===== src/rtl/mult_rr_scheduler.sv =====
// Round-robin front end for one shared pipelined unsigned multiplier.
// Grants one requester per cycle, tags each issue, and returns products with the requester index.
module mult_rr_scheduler #(
    parameter int WIDTH       = 16,
    parameter int PIPE_STAGES = 2,
    parameter int NUM_REQ     = 4,
    localparam int ID_W       = $clog2(NUM_REQ)
) (
    input  logic                       clk,
    input  logic                       rst,
    input  logic                       en,
    input  logic [NUM_REQ-1:0]         req_valid,
    output logic [NUM_REQ-1:0]         req_ready,
    input  logic [NUM_REQ*WIDTH-1:0]   req_a,
    input  logic [NUM_REQ*WIDTH-1:0]   req_b,
    output logic [WIDTH-1:0]           mul_a,
    output logic [WIDTH-1:0]           mul_b,
    input  logic [2*WIDTH-1:0]         mul_result,
    output logic                       rsp_valid,
    output logic [ID_W-1:0]            rsp_id,
    output logic [2*WIDTH-1:0]         rsp_data,
    output logic                       busy
);

    logic [ID_W-1:0] rr_ptr;
    logic [ID_W-1:0] winner;
    logic [ID_W-1:0] ptr_next;
    logic [ID_W-1:0] cand;
    logic [ID_W:0]   cand_sum;
    logic            found;
    logic            transfer;

    logic [PIPE_STAGES-1:0]           tag_v;
    logic [PIPE_STAGES-1:0][ID_W-1:0] tag_id;

    // Search starts at rr_ptr and wraps modulo NUM_REQ; the first valid requester wins.
    always_comb begin
        found    = 1'b0;
        winner   = '0;
        cand_sum = '0;
        cand     = '0;
        for (int off = 0; off < NUM_REQ; off++) begin
            cand_sum = {1'b0, rr_ptr} + (ID_W+1)'(off);
            if (cand_sum >= (ID_W+1)'(NUM_REQ)) begin
                cand_sum = cand_sum - (ID_W+1)'(NUM_REQ);
            end
            cand = cand_sum[ID_W-1:0];
            if (!found && req_valid[cand]) begin
                found  = 1'b1;
                winner = cand;
            end
        end
    end

    // Handshake: a transfer happens on the edge where req_valid[i] & req_ready[i];
    // ready is one-hot (or zero), never looks at operands, and requesters hold until accepted.
    assign transfer  = en & found;
    assign req_ready = transfer ? (NUM_REQ'(1) << winner) : '0;
    assign ptr_next  = (winner == ID_W'(NUM_REQ - 1)) ? '0 : winner + 1'b1;

    // Operand bus stays at zero when nothing issues to keep the multiplier inputs quiet.
    always_comb begin
        mul_a = '0;
        mul_b = '0;
        for (int i = 0; i < NUM_REQ; i++) begin
            if (transfer && (winner == ID_W'(i))) begin
                mul_a = req_a[i*WIDTH +: WIDTH];
                mul_b = req_b[i*WIDTH +: WIDTH];
            end
        end
    end

    always_ff @(posedge clk or posedge rst) begin
        if (rst) begin
            rr_ptr <= '0;
            tag_v  <= '0;
            tag_id <= '0;
        end else begin
            tag_v[0]  <= transfer;
            tag_id[0] <= winner;
            for (int k = 1; k < PIPE_STAGES; k++) begin
                tag_v[k]  <= tag_v[k-1];
                tag_id[k] <= tag_id[k-1];
            end
            if (transfer) begin
                rr_ptr <= ptr_next;
            end
        end
    end

    // The multiplier has no reset, so its output is only trusted alongside a valid tag.
    assign rsp_valid = tag_v[PIPE_STAGES-1];
    assign rsp_id    = rsp_valid ? tag_id[PIPE_STAGES-1] : '0;
    assign rsp_data  = rsp_valid ? mul_result : '0;
    assign busy      = |tag_v;

endmodule


===== config.mk =====
export PLATFORM = sky130hd
export DESIGN_NAME = mult_rr_scheduler
export DESIGN_NICKNAME = d
export VERILOG_FILES = /design/src/rtl/mult_rr_scheduler.sv
export SDC_FILE = /design/constraint.sdc
export NUM_CORES = 1
export LEC_CHECK = 0
export BUFFER_PORTS_ARGS = -buffer_cell sky130_fd_sc_hd__buf_2
export CORE_AREA = 2 2 93 95
export DETAILED_ROUTE_END_ITERATION = 10
export DIE_AREA = 0 0 95 97
export GPL_TIMING_DRIVEN = 1
export SETUP_SLACK_MARGIN = 0.4
export SLEW_MARGIN = 20
export SYNTH_ARGS = -nofsm -noshare
export SYNTH_HDL_FRONTEND = slang
export SYNTH_SLANG_ARGS = --single-unit

===== constraint.sdc =====
create_clock -name clk -period 5.3 [get_ports clk]
set_input_delay 0.53 -clock clk [delete_from_list [all_inputs] [get_ports clk]]
set_output_delay 0.53 -clock clk [all_outputs]
set_load 0.01 [all_outputs]

After elaboration in Yosys (flattened, before gate mapping)
Index checks and enable logic that the tools add are counted.
{"block": "totals", "reg_bits": 8, "in_bits": 167, "output_inout_bits": 72, "wordCells": 69}
{"block": "op_classes", "addsub": 8, "n_lt_le_gt_ge": 8, "eq_ne": 3, "n_shift": 1, "mux": 32, "bitwise": 1, "reduce_logical": 12}
{"cell": "$mux 16", "n": 8}
{"cell": "$mux 32", "n": 1}
{"cell": "$mux 2", "n": 10}
{"cell": "$lt 2x3->1 const B", "n": 4}
{"cell": "$ge 3x3->1 const B", "n": 3}
{"cell": "$bmux 1 s2", "n": 4}
{"cell": "$mux 1", "n": 8}
{"cell": "$sub 2x1->2 const B", "n": 4}
{"cell": "$logic_and 1x1->1", "n": 7}
{"cell": "$add 2x2->3 const B", "n": 2}
{"cell": "$eq 2x2->1 const B", "n": 2}
{"cell": "$mux 4", "n": 1}
{"cell": "$shl 1x2->4 const A", "n": 1}
{"cell": "$add 2x1->3 const B", "n": 1}
{"cell": "$ge 2x3->1 const B", "n": 1}
{"cell": "$logic_not 1->1", "n": 3}
{"cell": "$add 2x1->2 const B", "n": 1}
{"cell": "$eq 2x1->1 const B", "n": 1}
{"cell": "$logic_not 2->1", "n": 1}
{"cell": "$reduce_or 2->1", "n": 1}
{"cell": "$and 1x1->1", "n": 1}

Depth between registers and ports, before layout
Gate-level depths: netlist of run 1.
{"block": "logic_depth", "depth_word": 20, "mapped_depth": 9, "depth_no_buf": 7}

Least setup slack after synthesis of run 1
Ideal clock, no wire load.
{"block": "synth_path", "kind": "input to output", "startpoint": "input req_valid[2]", "endpoint": "output mul_a[10]", "arrival_time_ns": 2.372, "t_required_ns": 4.770, "path_slack_ns": 2.398, "cell_stages": 8, "n_path_buf": 2, "cell_sequence": "or4_4 > and4_1 > ha_1 > clkbuf_1 > inv_1 > buf_1 > o221ai_1 > a21oi_1"}
{"block": "synth_via", "elab_chain_cells": 18, "word_cells_on_any_way": 35, "classes_between": "eq/ne (3); mux (20); bitwise (1); reduce/logical (11)"}
{"item": "start: declaration", "line_no": "12", "rtl": "input logic [NUM_REQ-1:0] req_valid,"}
{"item": "$bmux 1 s2", "line_no": "48", "rtl": "if (!found && req_valid[cand]) begin"}
{"item": "$mux 1 (implied by the code)", "line_no": "48"}
{"item": "$mux 1", "line_no": "48"}
{"item": "$logic_not 1->1", "line_no": "48"}
{"item": "$logic_and 1x1->1", "line_no": "48"}
{"item": "$mux 1", "line_no": "48"}
{"item": "$logic_not 1->1", "line_no": "48"}
{"item": "$logic_and 1x1->1", "line_no": "48"}
{"item": "$mux 1", "line_no": "48"}
{"item": "$logic_not 1->1", "line_no": "48"}
{"item": "$logic_and 1x1->1", "line_no": "48"}
{"item": "$mux 2 *", "line_no": "48"}
{"item": "via winner[0]", "line_no": "26", "rtl": "logic [ID_W-1:0] winner;"}
{"item": "$logic_not 2->1", "line_no": "66", "rtl": "if (transfer && (winner == ID_W'(i))) begin"}
{"item": "$logic_and 1x1->1", "line_no": "66"}
{"item": "$mux 16 (3 in series)", "line_no": "66"}
{"item": "$mux 16 *", "line_no": "66"}
{"item": "end: declaration", "line_no": "16", "rtl": "output logic [WIDTH-1:0] mul_a,"}
Mark *: on every way through the listed nets, which the timed path passes. The rest lies on a longest branch. The select of a mux whose other input is x is not followed.

Worst setup path in the final report of run 1
{"block": "layout_path", "startpoint": "input req_valid[2]", "endpoint": "output mul_b[12]"}
{"block": "layout_via", "elab_chain_cells": 18, "word_cells_on_any_way": 35, "classes_between": "eq/ne (3); mux (20); bitwise (1); reduce/logical (11)"}
{"item": "$bmux 1 s2", "line_no": "48"}
{"item": "$mux 1 (implied by the code)", "line_no": "48"}
{"item": "$mux 1", "line_no": "48"}
{"item": "$logic_not 1->1", "line_no": "48"}
{"item": "$logic_and 1x1->1", "line_no": "48"}
{"item": "$mux 1", "line_no": "48"}
{"item": "$logic_not 1->1", "line_no": "48"}
{"item": "$logic_and 1x1->1", "line_no": "48"}
{"item": "$mux 1", "line_no": "48"}
{"item": "$logic_not 1->1", "line_no": "48"}
{"item": "$logic_and 1x1->1", "line_no": "48"}
{"item": "$mux 1 or $mux 2 (tied branches)", "line_no": "48"}
{"item": "$and 1x1->1 or $logic_not 2->1 (tied branches)", "line_no": "57, 66"}
{"item": "$logic_and 1x1->1", "line_no": "66"}
{"item": "$mux 16 (3 in series)", "line_no": "66"}
{"item": "$mux 16 *", "line_no": "66"}
{"item": "end: declaration", "line_no": "17", "rtl": "output logic [WIDTH-1:0] mul_b,"}
Every way passes the cells marked *; elsewhere a longest branch is shown, timed or not. The select of a mux whose other input is x is not followed.

==> results of run 1 <==
==> path summary, 6_finish.rpt <==
kind,start,endpoint,slack [ns]
max,req_valid[2],mul_b[12],1.20
min,rst,tag_v[1]$_DFF_PP0_,0.24
max reg2reg,rr_ptr[1]$_DFFE_PP0P_,rr_ptr[1]$_DFFE_PP0P_,3.74
min reg2reg,tag_id[0]$_DFF_PP0_,tag_id[2]$_DFF_PP0_,0.34
max in group asynchronous,rst,tag_id[1]$_DFF_PP0_,4.83
min in group clk,tag_id[0]$_DFF_PP0_,tag_id[2]$_DFF_PP0_,0.34
==> per-stage QoR <==
step                std cells  hold slack [ns]
finish                    584            0.244
global route              584            0.267
CTS                       584            0.250
detailed placement        581            0.337
global placement          581            0.333
floorplan                 266            0.331
==> power by group <==
group | internal, W | switching [W] | leakage (nW)
sequential | 0.0000794 | 0.0000152 | 0.0945
combinational | 0.000363 | 0.000438 | 1.83
clock | 0.0000490 | 0.0000213 | 0.0216
total | 0.000491 | 0.000475 | 1.94
==> final cells by class <==
type,instances,area (um^2),share of cell area [%]
flip-flops and latches,8,200,6.43
repair buffers,240,1210,38.7
clock buffers,3,41.3,1.33
well taps,105,131,4.22
multi-input cells,222,1510,48.5
inverters,6,25.0,0.804
==> layer usage <==
metal	part of all wire [%]	GRT usage [%]	up-vias	wire [um]
li1	-	-	1411	-
met1	36	18.1	1287	3210
met2	52	35.1	172	4640
met3	8.8	2.65	20	785
met4	2.6	6.80	0	234
met5	0	0	-	0
==> flip-flops by register name, summed over array words and instances, names as in the netlist <==
signal / cells
rr_ptr: 2
tag_id: 4
tag_v: 2
==> cell usage after synthesis, drive strengths merged <==
cell / n / area [um^2]
a21o: 33 / 248
a21oi: 34 / 170
a41oi: 1 / 16.3
and2: 36 / 225
and3b: 32 / 280
and4: 1 / 8.76
buf: 9 / 60.1
clkbuf: 21 / 78.8
dfrtp: 8 / 200
ha: 4 / 50.1
inv: 6 / 25.0
mux2i: 1 / 10.0
nand2: 36 / 143
nand2b: 1 / 6.26
nand3: 1 / 5.00
nand4: 1 / 6.26
nor2: 3 / 11.3
o21a: 1 / 7.51
o21ai: 1 / 5.00
o221ai: 32 / 280
o22a: 1 / 8.76
o22ai: 1 / 6.26
or2: 1 / 6.26
or4: 1 / 11.3
==> logic make-up (layout without fill, tap and decap cells) <==
family                   count (synthesis)  in the layout  synth area share [%]
AO/OA/AOI/OAI                          104            104                  39.7
adder cells (fa/ha/maj)                  4              4                  2.68
buffers and inverters                   36            249                  8.77
flip-flops                               8              8                  10.7
multiplexers                             1              1                 0.535
AND/OR/NAND/NOR                        113            113                  37.6
==> critical path: stages <==
cell      delay [ns]
buf_2           0.11
or4_4           0.56
nand4_1         0.14
ha_1            0.17
buf_4           0.34
clkinv_1        0.87
o221ai_1        0.52
a21oi_1         0.12
buf_2           0.16
==> summary.txt, run 1 <==
Floorplan
  – Die Wd: between 90 and 100 um
  – Die area: 9220 um^2
  – Die height: a little under 100 um
  – Core Box Area: 8130 um^2
  – Num ports: around 240
  – Num rows: 33
  – Starting density of the core: 23.0%

Layout
  – Finished Core Util: roughly two fifths
  – Syn-to-layout area delta: 66.6%
  – Layout cell share with drive strength beyond 1: between 50% and 60%
  – Nets: 652
  – Commonest non-fill, non-tap cell in the layout: buf_2
  – Most frequent cells in the layout: 238 x buf_2, 36 x and2_1, 35 x nand2_1, 34 x a21oi_1, 33 x a21o_1
  – Filler cells: roughly 860
  – # diodes: 0
  – Final Cell Area: 3110 um^2

Clock network
  – CTS Sinks: 8
  – Maximum buffer depth of the clock tree: 2
  – CTS tree: built
  – Worst skew pair latency: 0.22 ns
  – H-tree depth: 1
  – Postcts setup bufs: 0
  – Clock buffer count from CTS: 3
  – CTS root buffer: clkbuf_8
  – Post-cts sizing count: 0
  – CTS Hold Bufs: 0
  – Clock transition at path regs: ~0.04 ns

Synthesis
  – Synthesized net count: 437
  – Synth Area per Inst: 7.03 um^2
  – Share of the yosys chip area belonging to registers: 10.7%
  – Yosys warning count: 0
  – Number of synthesized register bits: 8
  – Cell area after synthesis: 1870 um^2
  – Post-synth cell types: 28
  – Synthesized instance count: 266

Place
  – Buffers on Ports: 238
  – GP Congestion: 0.853
  – Placed inst area: between 3000 and 4000 um^2
  – DP Wirelength: 6.91 mm
  – Dpl ws: 1.34 ns

Routing
  – Via density: 4.95
  – Vias: slightly below 3000
  – First drt pass iteration count: 4
  – Final wirelength: 8.87 mm
  – Initial DRC Count: 37
  – DRC Markers: 0
  – Antenna-violating nets left: 0
  – Routed WL per cell: 15.2 um

GRT
  – Initial antenna violation count: 0
  – First-pass GRT wire length: roughly 13 mm
  – Total global-route track usage: between 15 and 20%
  – GR Overflow Total: 0
  – Largest net degree at the start of global routing: 66
  – Vias in the first global route: 2851

STA
  – Final hold violation count: 0
  – Period utilization: 77.3%
  – Number of endpoints failing setup at the final stage: 0
  – RSZ-0062 raised after global routing: no
  – Fin crit period: 4.10 ns
  – Slew Viols, Final: 0
  – Slew @ Worst Pin: 1.11 ns
  – Peak Freq: 0.244 GHz
  – Clk_skew: 0.000748 ns
  – Max-slew headroom: 25.8%
  – TNS Setup: 0 ns
  – Worst Slack Setup Final: 1.20 ns

Power
  – Pwr dens: 310 nW/um^2
  – Power Total: 0.000966 W
  – Max IR drop VDD: 107 uV
  – Static Leak: about 1.9 nW

Job
  – # Max-Cap Violations: 0

Run status
  – Outcome: completed

Critical path
  – Critical path fanouts, max: 33
  – Startpoint Class: primary input
  – CP arrival: 3.57 ns
  – Worst EP required: 4.77 ns
  – Crit path capture type: primary output
  – Reg2Reg Depth: 6
  – Critical path class: in2out

Min path
  – Hold Crit Class: in2async
Power figures use the tool's default switching activity.
==> inputs of run 2 (changes only) <==
Settings changed: CORE_AREA 2 2 93 95 to 2 2 92 94, DIE_AREA 0 0 95 97 to 0 0 94 96.
Clock period 5.3 ns to 3.6 ns, I/O delays scaled along.
==> run 2 against run 1 <==
  * Clock power increased by 49%
  * Combinational power grew 51%
  * Flip-flop and latch count is the same
  * Cell area rose by 1.5%
  * Critical path type is now reg2out
==> summary.txt, run 2 (synthesis gave the netlist of run 1 again) <==
Critical path
  – Crit path capture type: primary output
  – CP arrival: 2.66 ns (-0.91 ns)
  – Critical path fanouts, max: 33 (unchanged)
  – Reg2Reg Depth: 6 (unchanged)
  – Crit-path cells: a21oi_1 -> o21a_1 -> o22a_1 -> ha_1 -> clkinvlp_4 -> o221ai_1 -> a21oi_1 -> buf_2
  – Worst EP required: 3.24 ns (-1.53 ns)
  – Slowest stage delay, CP: 0.50 ns (-0.37 ns)
  – Most used cell along the critical path: a21oi_1
  – Startpoint Class: flip-flop
  – Slowest cell on crit path: clkinvlp_4
  – Critical path class: reg2out

Layout
  – Most frequent cells in the layout: 238 x buf_2, 36 x and2_1, 35 x nand2_1, 34 x a21oi_1, 33 x a21o_1
  – Final Cell Area: 3160 um^2 (+1.5%)
  – Layout cell share with drive strength beyond 1: 52.5% (+0.30 points)
  – # diodes: 0 (unchanged)
  – Commonest non-fill, non-tap cell in the layout: buf_2
  – Filler cells: 865 (+0.12%)
  – Finished Core Util: 39.3% (+0.97 points)
  – Nets: 655 (+0.46%)
  – Top flop regs: tag_id x4, rr_ptr x2, tag_v x2
  – Max reg flops: 4 (unchanged)
  – Syn-to-layout area delta: 69.1%
  – Largest register by flop count: tag_id
  – Non-Filler Instances: 587 (+0.51%)

STA
  – Max-slew headroom: 54.5% (+29 points)
  – Slew @ Worst Pin: 0.683 ns (-0.428 ns)
  – RSZ-0062 raised after global routing: yes
  – Period utilization: between 80% and 90%
  – TNS Setup: 0 ns (unchanged)
  – Slew Viols, Final: 0 (unchanged)
  – Final hold violation count: 0 (unchanged)
  – Fin crit period: 3.02 ns
  – Peak Freq: roughly 0.33 GHz
  – Number of endpoints failing setup at the final stage: 0 (unchanged)
  – Clk_skew: 0.00188 ns (+0.00114 ns)

Place
  – Placed inst area: 3110 um^2 (+1.1%)
  – Cells after DPL: 584 (+0.52%)
  – Buffers on Ports: 238 (unchanged)
  – GP Congestion: 0.805 (-5.7%)
  – DP Wirelength: 6.57 mm (-4.9%)

GRT
  – Largest net degree at the start of global routing: 66 (unchanged)
  – Most Crowded Layer GR: met2
  – Initial antenna violation count: 0 (unchanged)
  – Met2 Use GR: 31.7% (-3.5 points)
  – Grt met3 use: 3.37% (+0.72 points)
  – Total global-route track usage: 16.4% (-1.4 points)
  – Vias in the first global route: 2464 (-14%)
  – GR Overflow Total: 0 (unchanged)
  – First-pass GRT wire length: 11.9 mm (-9.8%)
  – GR Layer Usage met1: 19.0% (+0.95 points)

Clock network
  – Worst skew pair latency: 0.22 ns (about the same)
  – CTS tree: built
  – Clock buffer count from CTS: 3 (unchanged)
  – CTS Hold Bufs: 0 (unchanged)
  – Clock transition at path regs: 0.04 ns (about the same)
  – CTS root buffer: clkbuf_8
  – CTS Sinks: 8 (unchanged)
  – H-tree depth: 1 (unchanged)
  – Maximum buffer depth of the clock tree: 2 (unchanged)

Routing
  – DRC Markers: 0 (unchanged)
  – Antenna-violating nets left: 0 (unchanged)
  – Via density: 4.87 (-1.6%)
  – Vias: 2857 (-1.1%)
  – Initial DRC Count: 63 (+70%)
  – Routed WL per cell: 14.3 um (-6.0%)
  – First drt pass iteration count: 4 (unchanged)
  – Final wirelength: 8.38 mm (-5.5%)

Power
  – Max IR drop VDD: 219 uV (+100%)
  – Power Total: 0.00146 W (+51%)
  – Static Leak: 1.96 nW (+1.0%)
  – Pwr dens: 461 nW/um^2 (+49%)

Floorplan
  – Num ports: 239 (unchanged)
  – Core Box Area: 8050 um^2 (-1.0%)
  – Die area: 9020 um^2 (-2.1%)
  – Die Wd: 94 um (-1.1%)
  – Num rows: 33 (unchanged)
  – Die height: 96 um (-1.0%)
  – Starting density of the core: 23.2% (+0.24 points)

Run status
  – Outcome: completed

Job
  – # Max-Cap Violations: 0 (unchanged)

Min path
  – Hold Crit Class: in2async
run 2: cell types whose count changed in the layout (fill, tap and decap cells not counted):
cell	previous run	this run
buf_4	2	4
ha_4	0	1
ha_2	2	0
ha_1	2	3
buf_12	0	1
clkinvlp_4	0	1
clkinv_1	1	0
run 2: timing repair:
| item | in CTS | in global routing |
|---|---|---|
| gates resized for setup | 2 | 0 |
| buffers inserted | 0 | 0 |
| setup endpoints to repair | 32 | 6 |
| cloned | 0 | 0 |
run 2: final cells by class:
cell class	instances	area [um^2]	share of cell area, %
Clock buffer	3	41.3	1.31
Inverter	6	28.8	0.911
Multi-Input combinational cell	222	1520	48.0
Sequential cell	8	200	6.33
Tap cell	105	131	4.16
Timing Repair Buffer	243	1240	39.3
run 2: power breakdown:
part	leakage [nW]	switching (W)	total (W)	internal, W
clock network	0.0216	0.0000328	0.000105	0.0000722
registers	0.0945	0.0000233	0.000140	0.000117
logic	1.85	0.000649	0.00121	0.000563
run 2: stage by stage:
stage | hold slack [ns] | setup WS, ns
floorplan | 0.176 | 1.04
global placement | 0.305 | 0.643
detailed placement | 0.317 | 0.544
CTS | 0.0756 | 0.542
global route | 0.0978 | 0.356
finish | 0.0669 | 0.577
run 2: final timing paths:
path	start	end	slack, ns
max	rr_ptr[1]$_DFFE_PP0P_	mul_b[13]	0.58
min	rst	tag_id[3]$_DFF_PP0_	0.07
min reg2reg	tag_id[1]$_DFF_PP0_	tag_id[3]$_DFF_PP0_	0.35
max in group asynchronous	rst	tag_v[0]$_DFF_PP0_	3.31
max reg2reg	rr_ptr[1]$_DFFE_PP0P_	rr_ptr[1]$_DFFE_PP0P_	2.00
min in group clk	tag_id[1]$_DFF_PP0_	tag_id[3]$_DFF_PP0_	0.35
run 2: routing by layer:
layer | share of wire, % | wire [um]
met5 | 0 | 0
met4 | 0.80 | 67
met3 | 9.8 | 823
met2 | 50 | 4210
met1 | 39 | 3280
run 2: critical path, delay by kind of cell, from the launching register on:
kind	cells	cell delay, ns
AOI/OAI and AO/OA	5	1.06
adders and majority gates	1	0.23
buffers and inverters	2	0.66
DFF	1	0.45
==> inputs of run 3 (changes only) <==
Settings changed: CORE_AREA 2 2 92 94 to 2 2 93 95, DIE_AREA 0 0 94 96 to 0 0 95 97.
Clock period 3.6 ns to 3.2 ns, I/O delays scaled along.
==> run 3 against run 2 <==
  * Power is 20% higher
  * Cell area is 3.2% higher
  * Clock power is 15% higher
  * Setup slack worse by 0.074 ns
  * Flip-flop and latch count stayed put
  * Clock-buffer cell count stayed put
  * Clock skew is 0.00092 ns lower
  * Non-clock buffer count is 8 higher
==> summary.txt, run 3 (synthesis gave the netlist of run 1 again) <==
Run status
  – Outcome: completed

Layout
  – Syn-to-layout area delta: 74.4%
  – Top flop regs: tag_id x4, rr_ptr x2, tag_v x2
  – # diodes: 0 (unchanged)
  – Largest register by flop count: tag_id
  – Non-Filler Instances: 595 (+1.4%)
  – Layout cell share with drive strength beyond 1: 53.7% (+1.2 points)
  – Most frequent cells in the layout: 238 x buf_2, 36 x and2_1, 35 x nand2_1, 34 x a21oi_1, 33 x a21o_1
  – Commonest non-fill, non-tap cell in the layout: buf_2
  – Nets: 663 (+1.2%)
  – Filler cells: 871 (+0.69%)
  – Max reg flops: 4 (unchanged)
  – Finished Core Util: 40.1% (+0.83 points)

Routing
  – Initial DRC Count: 78 (+24%)
  – DRC Markers: 0 (unchanged)
  – Via density: 4.88 (+0.31%)
  – Final wirelength: 9.34 mm (+11%)
  – Vias: 2905 (+1.7%)
  – Routed WL per cell: 15.7 um (+9.9%)
  – First drt pass iteration count: 4 (unchanged)
  – Antenna-violating nets left: 0 (unchanged)

Job
  – # Max-Cap Violations: 0 (unchanged)

Critical path
  – Slowest stage delay, CP: 0.41 ns (-0.09 ns)
  – Worst EP required: 2.88 ns (-0.36 ns)
  – Startpoint Class: flip-flop
  – CP arrival: 2.38 ns (-0.28 ns)
  – Crit-path cells: inv_1 -> o21a_1 -> o22a_1 -> ha_1 -> buf_6 -> inv_2 -> buf_12 -> o221ai_1 -> a21oi_1 -> buf_2
  – Critical path class: reg2out
  – Critical path fanouts, max: 18 (-45%)
  – Crit path capture type: primary output
  – Slowest cell on crit path: dfrtp_1

STA
  – Slew @ Worst Pin: 0.701 ns (+0.0179 ns)
  – Fin crit period: 2.70 ns
  – RSZ-0062 raised after global routing: yes
  – Period utilization: between 80% and 90%
  – Peak Freq: 0.371 GHz
  – Final hold violation count: 0 (unchanged)
  – WHS: 0.0386 ns (-0.0283 ns)
  – Number of endpoints failing setup at the final stage: 0 (unchanged)
  – TNS Setup: 0 ns (unchanged)
  – Max-slew headroom: 53.3% (-1.2 points)
  – Slew Viols, Final: 0 (unchanged)
  – Clk_skew: 0.000963 ns (-0.000921 ns)

GRT
  – Total global-route track usage: 18.7% (+2.3 points)
  – Initial antenna violation count: 0 (unchanged)
  – GR Overflow Total: 0 (unchanged)
  – Vias in the first global route: 2894 (+17%)
  – Largest net degree at the start of global routing: 37 (-44%)
  – First-pass GRT wire length: 13.9 mm (+16%)

Place
  – DP Wirelength: 7.12 mm (+8.4%)
  – Cells after DPL: 588 (+0.68%)
  – Buffers on Ports: 238 (unchanged)
  – GP Congestion: 0.770 (-4.3%)

Power
  – Pwr dens: 537 nW/um^2 (+16%)
  – Max IR drop VDD: 200 uV (-8.4%)
  – Static Leak: 2.02 nW (+3.0%)
  – Power Total: 0.00175 W (+20%)

Clock network
  – CTS tree: built
  – H-tree depth: 1 (unchanged)
  – Clock buffer count from CTS: 3 (unchanged)
  – CTS Sinks: 8 (unchanged)
  – CTS root buffer: clkbuf_8
  – Worst skew pair latency: 0.22 ns (about the same)
  – Maximum buffer depth of the clock tree: 2 (unchanged)
  – Clock transition at path regs: 0.04 ns (about the same)

Floorplan
  – Starting density of the core: 23.0% (-0.24 points)
  – Core Box Area: 8130 um^2 (+1.0%)
  – Die Wd: 95 um (+1.1%)
  – Die area: 9220 um^2 (+2.1%)
  – Die height: 97 um (+1.0%)
  – Num rows: 33 (unchanged)
  – Num ports: 239 (unchanged)

Min path
  – Hold Crit Class: in2async
## run 3: cell count changes in the layout (fill, tap and decap cells not counted), sizes merged
| cell | delta |
|---|---|
| buf | +8 |
| clkinvlp | -1 |
| inv | +1 |
## run 3: final cells by class
type                            count  area (um^2)  area share [%]
Clock buffer                        3         41.3            1.27
Inverter                            6         25.0           0.767
Multi-Input combinational cell    222         1520            46.7
Sequential cell                     8          201            6.18
Tap cell                          105          131            4.03
Timing Repair Buffer              251         1340            41.0
## run 3: per-stage QoR
step           setup slack (ns)  cell area (um^2)
6_report                  0.503              3260
3_3_place_gp              0.322              3120
4_1_cts                   0.413              3210
5_1_grt                   0.392              3260
2_1_floorplan             0.718              1870
3_5_place_dp              0.247              3120
## run 3: where the power goes
part           internal [W]  total, W  switching (W)
sequential         0.000133  0.000160      0.0000269
clock             0.0000815  0.000121      0.0000393
combinational      0.000704   0.00147       0.000766
total              0.000918   0.00175       0.000832
## run 3: worst paths after layout
check                                       from                     to  slack (ns)  depth (start not counted)
max                        rr_ptr[0]$_DFFE_PP0P_              mul_a[15]        0.50                         10
min                                          rst    tag_id[3]$_DFF_PP0_        0.04                          2
max reg2reg                rr_ptr[1]$_DFFE_PP0P_  rr_ptr[1]$_DFFE_PP0P_        1.64                          6
min reg2reg                  tag_id[0]$_DFF_PP0_    tag_id[2]$_DFF_PP0_        0.34                          0
max in group asynchronous                    rst  rr_ptr[1]$_DFFE_PP0P_        2.91                          2
min in group clk             tag_id[0]$_DFF_PP0_    tag_id[2]$_DFF_PP0_        0.34                          0
## run 3: critical path, delay by kind of cell (launching register included)
kind                       cells  cell delay [ns]
DFF                            1             0.41
adders and majority gates      1             0.23
AOI/OAI and AO/OA              4             0.80
buffers and inverters          5             0.70
## run 3: timing repair
item	4_1_cts	5_1_grt
gates resized for setup	1	11
pin swaps	1	3
buffers inserted	2	2
hold buffers	0	0
endpoints found under the setup margin	33	32
## run 3: layer usage
metal / GRT usage, % / wire [um] / vias to the layer above
met3: 4.28 / 807 / 6
met2: 38.0 / 5030 / 157
met1: 19.3 / 3440 / 1306
met5: 0 / 0 / -
li1: - / - / 1436
met4: 2.34 / 55 / 0
